$ cat src/rtl/pll_clk_ctrl_pkg.sv
// ---------------------------------------------------------------------------
// pll_clk_ctrl_pkg
// Shared types and default constants for the PLL power-up sequencer and lock
// monitor (pll_clk_ctrl) and its period meter (pll_period_meter).
//   pcc_state_e : controller FSM state encoding
//   PCC_*       : default parameter values used by pll_clk_ctrl
// ---------------------------------------------------------------------------
package pll_clk_ctrl_pkg;

  typedef enum logic [2:0] {
    PCC_IDLE    = 3'd0,
    PCC_SETTLE  = 3'd1,
    PCC_MEASURE = 3'd2,
    PCC_LOCKED  = 3'd3,
    PCC_FAULT   = 3'd4
  } pcc_state_e;

  localparam int PCC_CNT_W      = 16;
  localparam int PCC_TMO_W      = 20;
  localparam int PCC_SETTLE_CYC = 1024;
  localparam int PCC_LOCK_TMO   = 500000;
  localparam int PCC_TOL        = 2;
  localparam int PCC_LOCK_CNT   = 4;
  localparam int PCC_RETRY_WAIT = 256;
  localparam int PCC_MAX_RETRY  = 3;

endpackage

$ cat src/rtl/pll_clk_ctrl_period_meter.sv
// ---------------------------------------------------------------------------
// pll_period_meter
// Measures the period of an asynchronous clock in cycles of clk.
//   clk, resetn : controller clock, async active-low reset
//   sig_i       : asynchronous clock to measure
//   hold_i      : forces the valid flag clear (measurement not in use)
//   ack_i       : consumer has taken the current period; clears valid
//   per_o       : last complete period (all-ones = saturated / too long)
//   valid_o     : a new period has been latched since the last ack
//   sat_o       : single-cycle pulse when the running counter saturates
// ---------------------------------------------------------------------------
module pll_period_meter #(
  parameter int CNT_W = 16
) (
  input  logic             clk,
  input  logic             resetn,
  input  logic             sig_i,
  input  logic             hold_i,
  input  logic             ack_i,
  output logic [CNT_W-1:0] per_o,
  output logic             valid_o,
  output logic             sat_o
);

  localparam logic [CNT_W-1:0] CNT_MAX = '1;
  localparam logic [CNT_W-1:0] CNT_ONE = 1;

  // [0],[1] are the synchronizer; [2] holds the previous synchronized value.
  logic [2:0]       sync_q;
  logic             rise;
  logic [CNT_W-1:0] cnt_q, cnt_d;
  logic [CNT_W-1:0] per_q, per_d;
  logic             valid_q, valid_d;

  assign rise = sync_q[1] & ~sync_q[2];

  // NOTE: every signal gets a default at the top of always_comb so that no
  // path leaves it unassigned, which would otherwise infer a latch.
  always_comb begin
    cnt_d   = cnt_q;
    per_d   = per_q;
    valid_d = valid_q;
    if (rise) begin
      per_d = cnt_q;
      cnt_d = CNT_ONE;
    end else if (cnt_q != CNT_MAX) begin
      cnt_d = cnt_q + CNT_ONE;
    end
    // A fresh edge wins over an ack in the same cycle so no period is lost.
    if (hold_i)     valid_d = 1'b0;
    else if (rise)  valid_d = 1'b1;
    else if (ack_i) valid_d = 1'b0;
  end

  // NOTE: sequential state uses non-blocking assignments so all flops update
  // together from pre-edge values; blocking here would chain the
  // synchronizer stages into a single flop.
  always_ff @(posedge clk or negedge resetn) begin
    if (!resetn) begin
      sync_q  <= '0;
      cnt_q   <= '0;
      per_q   <= '0;
      valid_q <= 1'b0;
    end else begin
      sync_q  <= {sync_q[1:0], sig_i};
      cnt_q   <= cnt_d;
      per_q   <= per_d;
      valid_q <= valid_d;
    end
  end

  assign per_o   = per_q;
  assign valid_o = valid_q;
  // Fires once on the step into saturation; a stopped clock reports a loss
  // even though no edge will ever latch a period.
  assign sat_o   = ~rise & (cnt_q == (CNT_MAX - CNT_ONE));

endmodule

$ cat src/rtl/pll_clk_ctrl.sv
// ---------------------------------------------------------------------------
// pll_clk_ctrl
// PLL power-up sequencer and lock monitor. Enables the VCO on request, waits
// a settle time, then compares REF and FB periods (measured in clk cycles)
// and declares lock after LOCK_CNT consecutive matches.
//   clk, resetn : always-on controller clock, async active-low reset
//   req         : level request to run the PLL
//   ref_in      : asynchronous PLL reference clock
//   fb_in       : asynchronous PLL output divided by 8
//   en_vco      : VCO enable
//   locked      : lock indication
//   fault       : lock timeout, sticky until req falls
//   lock_lost   : one-cycle pulse when lock drops while req is high
//   ref_per     : last complete REF period
//   fb_per      : last complete FB period
// Build option: define PLL_CLK_CTRL_RETRY_EN to retry MAX_RETRY times, with
// the VCO off for RETRY_WAIT cycles, before declaring a sticky fault.
// ---------------------------------------------------------------------------
module pll_clk_ctrl
  import pll_clk_ctrl_pkg::*;
#(
  parameter int CNT_W      = PCC_CNT_W,
  parameter int TMO_W      = PCC_TMO_W,
  parameter int SETTLE_CYC = PCC_SETTLE_CYC,
  parameter int LOCK_TMO   = PCC_LOCK_TMO,
  parameter int TOL        = PCC_TOL,
  parameter int LOCK_CNT   = PCC_LOCK_CNT
`ifdef PLL_CLK_CTRL_RETRY_EN
  ,
  parameter int RETRY_WAIT = PCC_RETRY_WAIT,
  parameter int MAX_RETRY  = PCC_MAX_RETRY
`endif
) (
  input  logic             clk,
  input  logic             resetn,
  input  logic             req,
  input  logic             ref_in,
  input  logic             fb_in,
  output logic             en_vco,
  output logic             locked,
  output logic             fault,
  output logic             lock_lost,
  output logic [CNT_W-1:0] ref_per,
  output logic [CNT_W-1:0] fb_per
);

  localparam int               MC_W    = $clog2(LOCK_CNT + 1);
  localparam logic [TMO_W-1:0] TMO_ONE = 1;
  localparam logic [MC_W-1:0]  MC_ONE  = 1;
  localparam logic [CNT_W-1:0] CNT_MAX = '1;

  pcc_state_e       state_q, state_d;
  logic [TMO_W-1:0] timer_q, timer_d;
  logic [MC_W-1:0]  match_q, match_d;
  logic             lock_lost_q;

`ifdef PLL_CLK_CTRL_RETRY_EN
  localparam int              RC_W   = $clog2(MAX_RETRY + 1);
  localparam logic [RC_W-1:0] RC_ONE = 1;
  logic [RC_W-1:0] retry_q, retry_d;
  logic            retry_done;
  assign retry_done = (retry_q == RC_W'(MAX_RETRY));
`endif

  // ---------------- period measurement ----------------
  logic hold, cmp_fire;
  logic ref_valid, fb_valid, ref_sat, fb_sat;

  // Flags are only meaningful while comparisons are being acted upon.
  assign hold     = !((state_q == PCC_MEASURE) || (state_q == PCC_LOCKED));
  assign cmp_fire = ref_valid & fb_valid;

  pll_period_meter #(.CNT_W(CNT_W)) u_ref_meter (
    .clk     (clk),
    .resetn  (resetn),
    .sig_i   (ref_in),
    .hold_i  (hold),
    .ack_i   (cmp_fire),
    .per_o   (ref_per),
    .valid_o (ref_valid),
    .sat_o   (ref_sat)
  );

  pll_period_meter #(.CNT_W(CNT_W)) u_fb_meter (
    .clk     (clk),
    .resetn  (resetn),
    .sig_i   (fb_in),
    .hold_i  (hold),
    .ack_i   (cmp_fire),
    .per_o   (fb_per),
    .valid_o (fb_valid),
    .sat_o   (fb_sat)
  );

  // ---------------- comparison ----------------
  logic [CNT_W:0] abs_diff;
  logic           per_ok, match_ev, mismatch_ev;

  always_comb begin
    if (ref_per >= fb_per) abs_diff = {1'b0, ref_per} - {1'b0, fb_per};
    else                   abs_diff = {1'b0, fb_per} - {1'b0, ref_per};
    per_ok      = (abs_diff <= (CNT_W+1)'(TOL)) &&
                  (ref_per != CNT_MAX) && (fb_per != CNT_MAX);
    match_ev    = cmp_fire & per_ok & ~ref_sat & ~fb_sat;
    mismatch_ev = (cmp_fire & ~per_ok) | ref_sat | fb_sat;
  end

  // ---------------- FSM: state register ----------------
  always_ff @(posedge clk or negedge resetn) begin
    if (!resetn) state_q <= PCC_IDLE;
    else         state_q <= state_d;
  end

  // ---------------- FSM: next state ----------------
  always_comb begin
    state_d = state_q;
    if (!req) begin
      state_d = PCC_IDLE;
    end else begin
      unique case (state_q)
        PCC_IDLE:    state_d = PCC_SETTLE;
        PCC_SETTLE:  if (timer_q == TMO_W'(SETTLE_CYC - 1)) state_d = PCC_MEASURE;
        PCC_MEASURE: begin
          if (match_ev && (match_q == MC_W'(LOCK_CNT - 1))) state_d = PCC_LOCKED;
          else if (timer_q == TMO_W'(LOCK_TMO - 1))        state_d = PCC_FAULT;
        end
        PCC_LOCKED:  if (mismatch_ev) state_d = PCC_MEASURE;
        PCC_FAULT: begin
`ifdef PLL_CLK_CTRL_RETRY_EN
          if (!retry_done && (timer_q == TMO_W'(RETRY_WAIT - 1))) state_d = PCC_SETTLE;
`endif
        end
        default:     state_d = PCC_IDLE;
      endcase
    end
  end

  // ---------------- FSM: outputs ----------------
  always_comb begin
    en_vco = (state_q == PCC_SETTLE) || (state_q == PCC_MEASURE) ||
             (state_q == PCC_LOCKED);
    locked = (state_q == PCC_LOCKED);
`ifdef PLL_CLK_CTRL_RETRY_EN
    fault  = (state_q == PCC_FAULT) && retry_done;
`else
    fault  = (state_q == PCC_FAULT);
`endif
  end

  assign lock_lost = lock_lost_q;

  // ---------------- timers and counters ----------------
  always_comb begin
    // The timer runs continuously from SETTLE entry through MEASURE so the
    // lock timeout includes the settle time; any other transition restarts it.
    if ((state_d != state_q) &&
        !((state_q == PCC_SETTLE) && (state_d == PCC_MEASURE)))
      timer_d = '0;
    else
      timer_d = timer_q + TMO_ONE;

    match_d = match_q;
    if (state_d != state_q)                      match_d = '0;
    else if ((state_q == PCC_MEASURE) && mismatch_ev) match_d = '0;
    else if ((state_q == PCC_MEASURE) && match_ev)    match_d = match_q + MC_ONE;

`ifdef PLL_CLK_CTRL_RETRY_EN
    retry_d = retry_q;
    if (state_q == PCC_IDLE)                                    retry_d = '0;
    else if ((state_q == PCC_FAULT) && (state_d == PCC_SETTLE)) retry_d = retry_q + RC_ONE;
`endif
  end

  always_ff @(posedge clk or negedge resetn) begin
    if (!resetn) begin
      timer_q     <= '0;
      match_q     <= '0;
      lock_lost_q <= 1'b0;
`ifdef PLL_CLK_CTRL_RETRY_EN
      retry_q     <= '0;
`endif
    end else begin
      timer_q     <= timer_d;
      match_q     <= match_d;
      // A req drop goes to IDLE, not MEASURE, so it never pulses.
      lock_lost_q <= (state_q == PCC_LOCKED) && (state_d == PCC_MEASURE);
`ifdef PLL_CLK_CTRL_RETRY_EN
      retry_q     <= retry_d;
`endif
    end
  end

endmodule
$ cat config.mk
export PLATFORM = sky130hd
export DESIGN_NAME = pll_clk_ctrl
export DESIGN_NICKNAME = d
export VERILOG_FILES = /design/src/rtl/pll_clk_ctrl_pkg.sv /design/src/rtl/pll_clk_ctrl_period_meter.sv /design/src/rtl/pll_clk_ctrl.sv
export SDC_FILE = /design/constraint.sdc
export NUM_CORES = 1
export LEC_CHECK = 0
export ABC_AREA = 1
export CORE_MARGIN = 3
export CORE_UTILIZATION = 51
export CTS_CLUSTER_SIZE = 8
export DETAILED_ROUTE_END_ITERATION = 6
export PLACE_DENSITY = 0.7
export SYNTH_ARGS = -nofsm -noshare
export SYNTH_HDL_FRONTEND = slang
export SYNTH_SLANG_ARGS = --single-unit
$ cat constraint.sdc
create_clock -name clk -period 6 [get_ports clk]
set_input_delay 1.2 -clock clk [delete_from_list [all_inputs] [get_ports clk]]
set_output_delay 1.2 -clock clk [all_outputs]
set_load 0.02 [all_outputs]
**Word-level counts from Yosys, hierarchy flattened**

Cells that the tools add are included.

- $add $sub $neg: 6
- $lt $le $gt $ge: 2
- Equal/unequal tests: 17
- Multiplexer cells: 20
- Bitwise gates (word level): 18
- Reductions and logical operators: 16

Operators by type and width:

| operator | count |
|---|---|
| $mux W16 | 4 |
| $ne A16 B16 Y1 const B | 4 |
| $sub A16 B16 Y17 | 2 |
| $add A16 B1 Y16 const B | 2 |
| $eq A16 B16 Y1 const B | 2 |
| $mux W3 | 8 |
| $add A20 B1 Y20 const B | 1 |
| $eq A20 B10 Y1 const B | 1 |
| $eq A20 B19 Y1 const B | 1 |
| $mux W20 | 1 |
| $le A17 B2 Y1 const B | 1 |
| $mux W17 | 1 |
| $ge A16 B16 Y1 | 1 |
| $pmux W3 S5 | 1 |
| $eq A3 B2 Y1 const B | 4 |
| $and A1 B1 Y1 | 9 |
| $logic_and A1 B1 Y1 | 8 |
| $not A1 Y1 | 7 |
| $ne A3 B2 Y1 const B | 2 |
| $mux W1 | 5 |
| $reduce_bool A2 Y1 | 2 |
| $add A3 B1 Y3 const B | 1 |
| $eq A3 B1 Y1 const B | 1 |
| $eq A3 B3 Y1 const B | 1 |
| 6 further kinds | 9 |

- Bits in registers: 99
- Input port bits: 5
- Output and inout port bits: 36
- Logic and storage cells: 91

**Longest topological paths before layout**

- Depth in word-level cells: 17
- Mapped depth: 27
- Mapped depth without buffers: 26

**Cells and area by module**

A second synthesis with hierarchy kept.

- Cells, all modules: 1113
- Area, all modules: 7478.4 um^2

Modules (own cells, without submodules):

| module | times used | cells each | area an instance (um^2) | sequential area each (um^2) |
|---|---|---|---|---|
| pll_clk_ctrl | 1 | 681 | 4047.6 | 675.6 |
| pll_period_meter | 2 | 216 | 1715.4 | 900.9 |

**Least setup slack after synthesis**

Ideal clock, no wire load.

- Kind: reg-to-reg
- Start point: reg u_fb_meter.per_q[0] (netlist: u_fb_meter.per_o[0])
- End point: reg timer_q[12]
- Setup time: 0.126 ns
- Arrival time: 2.838 ns
- Setup slack: 3.036 ns
- Stages on the path, launching flop included: 23
- Path buffers: 1
- Period minus slack after synthesis: 2.964 ns
- Cell sequence: dfrtp_1 > inv_1 > ha_1 > inv_1 > fa_1 > nand3_1 > nand2_1 > nand2_1 > nand2_1 > a21oi_1 > xor2_1 > nand2_1 > nand2_1 > nand3_2 > o21bai_1 > nand3_1 > nand3_1 > nand2_1 > nand2_1 > nand2_1 > nand2_2 > buf_6 > a21oi_2

- Longest elaborated chain between the ends: 17
- Elaborated cells on any way between the ends: 26
- Classes of those cells: add/sub (2); order compare (2); eq/ne (3); mux (6); bitwise (7); reduce/logical (6)

RTL lines:

| element | RTL line | source |
|---|---|---|
| from (decl) | pll_clk_ctrl_period_meter.sv:32 | `logic [CNT_W-1:0] per_q, per_d;` |
| from (signal assigned) | pll_clk_ctrl_period_meter.sv:67 | `per_q <= per_d;` |
| $sub A16 B16 Y17 (tied with other cells) | pll_clk_ctrl.sv:101 | `else abs_diff = {1'b0, fb_per} - {1'b0, ref_per};` |
| $mux W17 | pll_clk_ctrl.sv:100 | `if (ref_per >= fb_per) abs_diff = {1'b0, ref_per} - {1'b0, fb_per};` |
| $le A17 B2 Y1 | pll_clk_ctrl.sv:102 | `per_ok = (abs_diff <= (CNT_W+1)'(TOL)) &&` |
| $logic_and A1 B1 Y1 | pll_clk_ctrl.sv:102 |  |
| $logic_and A1 B1 Y1 (*) | pll_clk_ctrl.sv:103 | `(ref_per != CNT_MAX) && (fb_per != CNT_MAX);` |
| $and A1 B1 Y1 / $not A1 Y1 (equally long branches) | pll_clk_ctrl.sv:104, pll_clk_ctrl.sv:105 |  |
| $and A1 B1 Y1, on equally long branches | pll_clk_ctrl.sv:104, pll_clk_ctrl.sv:105 |  |
| $and A1 B1 Y1 / $or A1 B1 Y1 (equally long branches) | pll_clk_ctrl.sv:104, pll_clk_ctrl.sv:105 |  |
| [... 2 more ...] | - |  |
| $pmux W3 S5 (*) | pll_clk_ctrl.sv:120 | `unique case (state_q)` |
| $mux W3 (*) | pll_clk_ctrl.sv:117 | `if (!req) begin` |
| $eq A3 B2 Y1 | pll_clk_ctrl.sv:157 | `!((state_q == PCC_SETTLE) && (state_d == PCC_MEASURE)))` |
| $logic_and A1 B1 Y1 | pll_clk_ctrl.sv:157 |  |
| $logic_not A1 Y1 | pll_clk_ctrl.sv:157 |  |
| $logic_and A1 B1 Y1 (*) | pll_clk_ctrl.sv:156 | `if ((state_d != state_q) &&` |
| $mux W20 (*) | pll_clk_ctrl.sv:156 |  |
| net timer_d[12] | pll_clk_ctrl.sv:53 | `logic [TMO_W-1:0] timer_q, timer_d;` |
| to (signal assigned) | pll_clk_ctrl.sv:183 | `timer_q <= timer_d;` |
| to (decl) | pll_clk_ctrl.sv:53 |  |

Mark *: on every way through the listed nets, which the timed path passes. The rest lies on a longest branch.
A chain may end at the register's enable or synchronous reset.

**Worst setup path after layout**

- Start point: reg u_fb_meter.per_q[0] (netlist: u_fb_meter.per_o[0])
- End point: reg timer_q[15]

Same word-level chain as after synthesis.

==> results.ini <==
[status]
outcome = complete, no violations

[detailed_routing]
post_drt_via_cell_ratio = 5.154
drt_wl_total_um = 17350
drc = 0
firstDrtPassIters = 5
drtIter0Drc = 491
wl_per_cell_um = 14.34
vias = 6236
ant_nets = 0

[pwr]
leakage_uw = 0.003778
ir_drop_mv = 0.1566
p_per_area_nw_per_um2 = 351.4

[yosys]
ys_seq_area_share_pct = 35.43
synth_top_area_share_pct = 35.43
synthMuxAreaShare_pct = 0.3221
yosys.area.top_type = dfrtp_1
synth_cells = 994
syn_area_um2 = 6992
syn_area_per_cell_um2 = 7.034
ys_top_cells_by_area = dfrtp_1, nand2_1, inv_1
synth-adder-area-share_pct = 7.552
synthXorXnorAreaFrac_pct = 2.505
synth_top_family_by_area = simple AND/OR/NAND/NOR gates
synth-seq-cells = 99
synth_fp_nets = 1040
synth_cell_types = 41
yosys_warnings = 0
synth_compound_area_share_pct = 12.49
synthSimpleGateAreaFrac_pct = 30.48

[setup_path]
r2r-end = timer_q[15]
rrSetupSlack_ps = 2320
cp_common_cell = nand2_1
crit_chain = inv_1, ha_1, inv_1, fa_1, nand3_1, nand2_1, nand2_1, nand2_1, a21oi_1, xor2_1, nand2_1, nand2_1, nand3_2, o21bai_1, nand3_1, nand3_1, nand2_1, nand2_1, nand2_1, nand2_2, a21oi_2
worstPathArrival_ps = 3890
cp_top_family = simple AND/OR/NAND/NOR gates
cp.depth = 21
path_buf_inv = 2
cpMaxStageDelayCell = fa_1
worstPathRequired_ps = 6210
endpoint_kind = flip-flop
start_kind = flip-flop
max_stage_delay_ps = 470
crit_start = u_fb_meter.per_o[0]
critPathKind = reg -> reg
rr_worst_depth = 21
r2r-start = u_fb_meter.per_o[0]
cp_max_fo = 20
worstSetupEndpoint = timer_q[15]

[hold_path]
hp-start = u_fb_meter.sync_q[0]
holdCritPathClass = reg -> reg

[grt]
grt_max_degree = 53
grt_pass1_vias = 5960
track_usage_pct = 23.98
grt_pass1_wl_um = 28430
grt-ovfl-total = 0
antenna_found_initial = 0

[sta]
fmax_ghz = 0.2720
min_period_ps = 3677
hold_viol = 0
fin_tns_setup_ps = 0
skew_ps = 9.984
rsz0062_at_grt = false
setup_slack_ps = 2323
max-slew-margin-rel_pct = 56.09
finalSetupViolCount = 0
fin_crit_sh_pct = 61.28
slew_viol_final = 0
worst_pin_slew_ps = 658.6

[cells_and_area]
fillers = 1256
areaGrowthSynthToFinish_pct = 12.19
layout_commonest_cell = nand2_1
mostFrequentLayoutCells = nand2_1, inv_1, dfrtp_1, nor2_1, o21ai_0
seqCellArea_um2 = 2477
num_antenna_cells = 0
nNetsFinal = 1076
multi_input_area_um2 = 3735
drive_gt1_share_pct = 7.834

[cts]
clockBufferDepth = 2
cts-root-buf = clkbuf_16
htreeDepth = 3
post_cts_resized = 0
cts_made_buffers = 9
cts_sinks = 99
holdBufCountCts = 0
worstSkewPairLatency_ps = 350
cts_setup_buffers = 0
cts_tree = yes
clk_pin_slew_ps = 70

[run]
drv_cap = 0

[place]
hpwl_um = 13500
place_congestion = 0.9484
pre_cts_ws_ps = 2358
portBuffers = 40

[die]
die_w_um = 123.1
dieArea_um2 = 15150
core-area_um2 = 13350
row_count = 42
initial_core_util_pct = 52.38
die_y_um = 123.1
io_pins = 41

## stage by stage
stage | utilization [%] | hold slack, ps | power [µW] | std cells | instance area (µm²)
2_1_floorplan | - | 331.2 | 1796 | 994 | 6992
3_3_place_gp | 56.46 | 332.7 | 2123 | 1195 | 7536
3_5_place_dp | 56.46 | 342.0 | 2137 | 1195 | 7536
4_1_cts | 58.76 | 353.6 | 2751 | 1210 | 7844
5_1_grt | 58.76 | 351.7 | 2986 | 1210 | 7844
6_report | 58.76 | 348.8 | 2757 | 1210 | 7844
## routing by layer
layer | part of all wire, % | vias to the layer above | track usage, % | routed length [µm]
li1 | - | 3232 | - | -
met1 | 47 | 2843 | 31.62 | 8088
met2 | 47 | 127 | 40.55 | 8126
met3 | 3.3 | 34 | 2.790 | 568
met4 | 3.3 | 0 | 9.273 | 564
met5 | 0 | - | 0 | 0
## synthesized netlist by cell type (all sizes together)
master	number
a211oi	2
a21boi	1
a21oi	63
a31oi	7
and2	1
buf	8
clkbuf	11
clkinv	1
dfrtp	99
fa	2
ha	39
inv	179
mux2	2
nand2	280
nand3	62
nand3b	1
nand4	25
nor2	83
nor3	18
nor3b	1
nor4	12
o21a	6
o21ai	65
o21bai	2
o22ai	2
o31ai	1
or2	1
xnor2	5
xor2	15
## worst min-delay path by stage
stage,to,slack (ps),cells after the start
2_1_floorplan,u_fb_meter.sync_q[1],330,0
3_3_place_gp,u_ref_meter.sync_q[1],330,0
3_5_place_dp,u_fb_meter.sync_q[1],340,0
4_1_cts,u_fb_meter.sync_q[1],350,0
5_1_grt,u_fb_meter.sync_q[1],350,0
6_report,u_fb_meter.sync_q[1],350,0
## layout make-up
type	instances	area share (%)
clock buffer	10	2.919
clock inverter	5	1.005
inverter	180	8.614
multi-input combinational	696	47.62
sequential	99	31.58
tap	176	2.807
timing repair buffer	44	5.455
## registers in the layout, summed over array words and instances (netlist names)
| signal | cells |
|---|---|
| u_ref_meter.cnt_q | 16 |
| u_ref_meter.sync_q | 3 |
| u_fb_meter.valid_o | 1 |
| lock_lost | 1 |
| u_ref_meter.per_o | 16 |
| state_q | 3 |
| u_fb_meter.per_o | 16 |
| u_fb_meter.cnt_q | 16 |
| timer_q | 20 |
| match_q | 3 |
| u_ref_meter.valid_o | 1 |
| u_fb_meter.sync_q | 3 |
## power breakdown
| group | internal, µW | switching (µW) |
|---|---|---|
| Clock | 362 | 244 |
| Combinational | 464 | 909 |
| Sequential | 715 | 61.5 |
| Total | 1540 | 1210 |
## cell families (layout without fill, tap and decap cells)
logic type	Yosys count	in the layout
simple gates	484	484
xor+xnor	20	20
fa+ha+maj	41	41
flops	99	99
compound gates	149	149
buf+inv	199	239
mux	2	2
(Power assumes the default switching activity.)
==> patch 1, RTL diff (config.mk and constraints unchanged) <==
Register the output `ref_per`, with the module's reset; this adds one clock of latency there. The other outputs are not delayed to match.
--- a/src/rtl/pll_clk_ctrl.sv
+++ b/src/rtl/pll_clk_ctrl.sv
@@ -51,2 +51,4 @@
 
+  logic [CNT_W-1:0] ref_per_d;
+
   pcc_state_e       state_q, state_d;
@@ -78,3 +80,3 @@
     .ack_i   (cmp_fire),
-    .per_o   (ref_per),
+    .per_o   (ref_per_d),
     .valid_o (ref_valid),
@@ -99,6 +101,6 @@
   always_comb begin
-    if (ref_per >= fb_per) abs_diff = {1'b0, ref_per} - {1'b0, fb_per};
-    else                   abs_diff = {1'b0, fb_per} - {1'b0, ref_per};
+    if (ref_per_d >= fb_per) abs_diff = {1'b0, ref_per_d} - {1'b0, fb_per};
+    else                   abs_diff = {1'b0, fb_per} - {1'b0, ref_per_d};
     per_ok      = (abs_diff <= (CNT_W+1)'(TOL)) &&
-                  (ref_per != CNT_MAX) && (fb_per != CNT_MAX);
+                  (ref_per_d != CNT_MAX) && (fb_per != CNT_MAX);
     match_ev    = cmp_fire & per_ok & ~ref_sat & ~fb_sat;
@@ -192,2 +194,10 @@
 
+  always_ff @(posedge clk or negedge resetn) begin
+    if (!resetn) begin
+      ref_per <= '0;
+    end else begin
+      ref_per <= ref_per_d;
+    end
+  end
+
 endmodule
Behaviour: not the same (Yosys sat finds a counterexample within 4 cycles, from zero or initial values and one cycle with resetn low).
==> patch 1 against the original RTL <==
  * Final area increased by 7.0%
  * Synthesized area increased by 4.3%
  * Worst setup slack got worse by 230 ps
  * Sequential cell count increased by 16
  * Count of clock-buffer cells in the layout increased by 12
  * Clock power increased by 51%
  * Total power increased by 15%
  * Routed wire length increased by 6.0%
  * Critical endpoint is now timer_q[9]
  * Largest cell class unchanged
==> patch 1: results (changes against the original RTL) <==
- Met2 wire len: 8374 um (was 8126 um)
- Vias: 6455 (was 6236)
- Leak: 4.188 nW (was 3.778 nW)
- Crit path DAT: 4240 ps (was 3890 ps)
- Crit-path max FO: 21 (was 20)
- Placer congestion estimate: 0.8785 (was 0.9484)
- Area growth, synth to finish: 15.14% (was 12.19%)
- Inserted Clock Buffers: 17 (was 9)
- Tmin final: 3907 ps (was 3677 ps)
- Clock Pin Slew Worst Setup and Hold Paths: 50 ps (was 70 ps)
- Dpl cells: 1212 (was 1195)
- Count of cell types in the netlist: 39 (was 41)
- Initial drt markers: 513 (was 491)
- GRT Overall Usage: 24.68% (was 23.98%)
- Hold Slack: 346.7 ps (was 348.8 ps)
- Slew margin rel.: 40.11% (was 56.09%)
- Crit path largest cell delay: 490 ps (was 470 ps)
- Max H-tree Level: 4 (was 3)
- Maximum vdd drop: 0.0002046 V (was 0.0001566 V)
- Most area-consuming cells after synthesis: dfrtp_1 39%, nand2_1 14%, inv_1 9.0%, ha_1 6.7%, nor2_1 4.2% (was dfrtp_1 35%, nand2_1 14%, inv_1 9.4%, ha_1 7.0%, o21ai_0 4.6%)
- FF-to-FF setup slack: 2090 ps (was 2320 ps)
- Status: completed (unchanged)
- Worst clock skew: 14.58 ps (was 9.984 ps)
- Share of cells above drive strength 1: 7.264% (was 7.834%)
- First-pass GRT wire length: 31380 um (was 28430 um)
- Vias in the first global route: 6283 (was 5960)
- Via/cell ratio: 5.206 (was 5.154)
- Seq/Total Area, Yosys: 39.47% (was 35.43%)
==> patch 1: layer usage <==
layer / up-vias / global-route usage, %
li1: 3281 / -
met1: 3000 / 35.14
met2: 138 / 37.57
met3: 36 / 4.699
met4: 0 / 9.247
met5: - / 0
==> patch 1: power by group <==
group / internal (mW) / leakage (nW) / total [mW] / switching (mW)
sequential: 0.835 / 1.56 / 0.901 / 0.0665
clock: 0.588 / 0.263 / 0.917 / 0.329
combinational: 0.465 / 2.37 / 1.35 / 0.883
total: 1.89 / 4.19 / 3.17 / 1.28
==> patch 1: cell families (layout without fill, tap and decap cells) <==
kind of cell,after synthesis,count (layout),share of synthesized area [%]
flip-flops,115,115,39.47
AO/OA/AOI/OAI,146,146,11.93
adder cells (fa/ha/maj),41,41,7.242
multiplexers,1,1,0.1544
buffers and inverters,192,248,10.25
AND/OR/NAND/NOR,492,492,28.92
XOR/XNOR,17,17,2.042
==> patch 1: path summary, 6_finish.rpt <==
path,endpoint,start,cells after the start
min in group asynchronous,match_q[1],resetn,1
max,timer_q[9],u_ref_meter.per_o[0],24
min reg2reg,u_fb_meter.sync_q[1],u_fb_meter.sync_q[0],0
min,u_fb_meter.sync_q[1],u_fb_meter.sync_q[0],0
max reg2reg,timer_q[9],u_ref_meter.per_o[0],24
max in group asynchronous,u_fb_meter.per_o[9],resetn,2
==> patch 1: cell type report <==
cell class,instances,area share [%]
Multi-Input combinational cell,697,43.73
Sequential cell,115,34.28
Inverter,176,7.870
Clock buffer,22,5.649
Timing Repair Buffer,44,5.098
Tap cell,180,2.683
Clock inverter,6,0.6856
==> patch 2, RTL diff (config.mk and constraints unchanged) <==
Made on the original files. The package constant `PCC_TMO_W` goes from 20 to 40.
--- a/src/rtl/pll_clk_ctrl_pkg.sv
+++ b/src/rtl/pll_clk_ctrl_pkg.sv
@@ -18,3 +18,3 @@
   localparam int PCC_CNT_W      = 16;
-  localparam int PCC_TMO_W      = 20;
+  localparam int PCC_TMO_W      = 40;
   localparam int PCC_SETTLE_CYC = 1024;
Function: same outputs for any inputs over 10 cycles, from zero or initial values and one cycle with resetn low; that may be too few to reach the edited logic, so the function may still have changed.
==> patch 2 against the original RTL <==
  * First-iteration DRC count is 32% higher
  * Global-route usage is 0.25 points lower
  * Total power is 19% higher
  * Synthesized area is 19% higher
  * Sequential cell count is 20 higher
  * Routed wire length is 16% higher
  * Worst setup slack worse by 310 ps
  * Final area is 21% higher
  * Via count is 17% higher
  * Core utilization is 0.95 points higher
==> patch 2: results (changes against the original RTL) <==
- Seq/Total Area, Yosys: 35.65% (was 35.43%)
- DR WL/cell: 14.28 um (was 14.34 um)
- Number of flip-flops in the largest register: 40 (was 20)
- First-pass GRT wire length: 34300 um (was 28430 um)
- Placer congestion estimate: 1.009 (was 0.9484)
- Detail Placement HPWL: 15530 um (was 13500 um)
- Crit path DAT: 4280 ps (was 3890 ps)
- Status: completed (unchanged)
- Count of cell types in the netlist: 45 (was 41)
- Via/cell ratio: 5.167 (was 5.154)
- M3 GR Usage: 3.938% (was 2.790%)
- Max H-tree Level: 4 (was 3)
- Clock Pin Slew Worst Setup and Hold Paths: 50 ps (was 70 ps)
- Most area-consuming cells after synthesis: dfrtp_1 36%, nand2_1 14%, inv_1 8.2%, nor2_4 5.9%, ha_1 5.8% (was dfrtp_1 35%, nand2_1 14%, inv_1 9.4%, ha_1 7.0%, o21ai_0 4.6%)
- Maximum vdd drop: 0.0001947 V (was 0.0001566 V)
- # fillers: 1503 (was 1256)
- Vias in the first global route: 7012 (was 5960)
- Worst clock skew: 9.840 ps (was 9.984 ps)
- M1 WL: 9891 um (was 8088 um)
- Initial drt markers: 648 (was 491)
- Crit-path max FO: 15 (was 20)
- Placed Area: 0.008927 sq mm (was 0.007536 sq mm)
- Sw power: 1.307 mW (was 1.215 mW)
- First-pass DRT Iterations: 6 (was 5)
- GRT Overall Usage: 23.72% (was 23.98%)
- R2R cell count: 25 (was 21)
- GR met1 Demand/Resource: 34.12% (was 31.62%)
- Routing usage on met2: 36.89% (was 40.55%)
- Met2 wire len: 9069 um (was 8126 um)
- Worst skew pair latency: 410 ps (was 350 ps)
- Worst-Margin Slew: 1135 ps (was 658.6 ps)
- Syn Nets: 1182 (was 1040)
[patch 2: cell count changes in the layout (fill, tap and decap cells not counted), moves of 8 or more]
cell       unedited run  this run
a21oi_2              22         2
clkbuf_16             9        17
dfrtp_1              99       119
inv_1               175       183
nand2_1             267       312
nand3_1              59        70
nor2_1               69        87
nor2_4                3        44
nor3_1               18        26
xor2_1               15        23
[patch 2: stage by stage]
| stage | setup WS, ps | cells | util [%] |
|---|---|---|---|
| 4_1_cts | 2019 | 1412 | 59.72 |
| 3_3_place_gp | 2076 | 1380 | 56.00 |
| 5_1_grt | 1657 | 1412 | 59.72 |
| 2_1_floorplan | 2978 | 1136 | - |
| 6_report | 2014 | 1412 | 59.72 |
| 3_5_place_dp | 2035 | 1380 | 56.00 |
[patch 2: area by class of cell]
type	instances	area (sq um)	area share [%]
clock buffer	24	471.7	4.955
timing repair buffer	45	435.4	4.574
clock inverter	8	121.4	1.275
sequential	119	2978	31.28
inverter	189	709.4	7.452
multi-input combinational	811	4534	47.63
tap	216	270.3	2.839
[patch 2: worst paths after layout]
kind,slack (ps),to,start
max in group asynchronous,3920,u_ref_meter.cnt_q[1],resetn
min in group asynchronous,930,timer_q[16],resetn
setup reg to reg,2010,timer_q[26],u_ref_meter.per_o[0]
hold / removal,350,u_ref_meter.sync_q[1],u_ref_meter.sync_q[0]
setup / recovery,2010,timer_q[26],u_ref_meter.per_o[0]
hold reg to reg,350,u_ref_meter.sync_q[1],u_ref_meter.sync_q[0]
[patch 2: cells by family after synthesis]
logic type / share of synthesized area (%)
mux: 0.1198
xor+xnor: 3.355
buf+inv: 10.13
compound gates: 8.164
flops: 35.65
simple gates: 36.26
fa+ha+maj: 6.321
[patch 2: worst max-delay path: stages (launching register included)]
cell	delay, ps
dfrtp_1	440
inv_1	110
ha_1	210
inv_1	140
fa_1	430
inv_1	70
nor2_1	40
a21oi_1	140
nand3_1	110
nor2_1	120
nand2_1	60
inv_1	100
nand3_1	70
nand2_1	70
nand3_1	70
nor2_2	120
nand2_1	90
nor2_2	100
nand3_1	80
nand3_1	100
nand3_1	90
nand2_2	100
nor2_4	50
nor2_8	410
buf_4	470
nor2_4	30
[patch 2: power groups by stage]
| stage | Combinational [mW] | Clock (mW) | Sequential, mW |
|---|---|---|---|
| after floorplan | 0.989 | 0 | 0.939 |
| after global placement | 1.33 | 0 | 0.927 |
| after detailed placement | 1.34 | 0 | 0.929 |
| after CTS | 1.34 | 1.04 | 0.916 |
| after global routing | 1.54 | 1.08 | 0.926 |
| final | 1.35 | 1.02 | 0.917 |
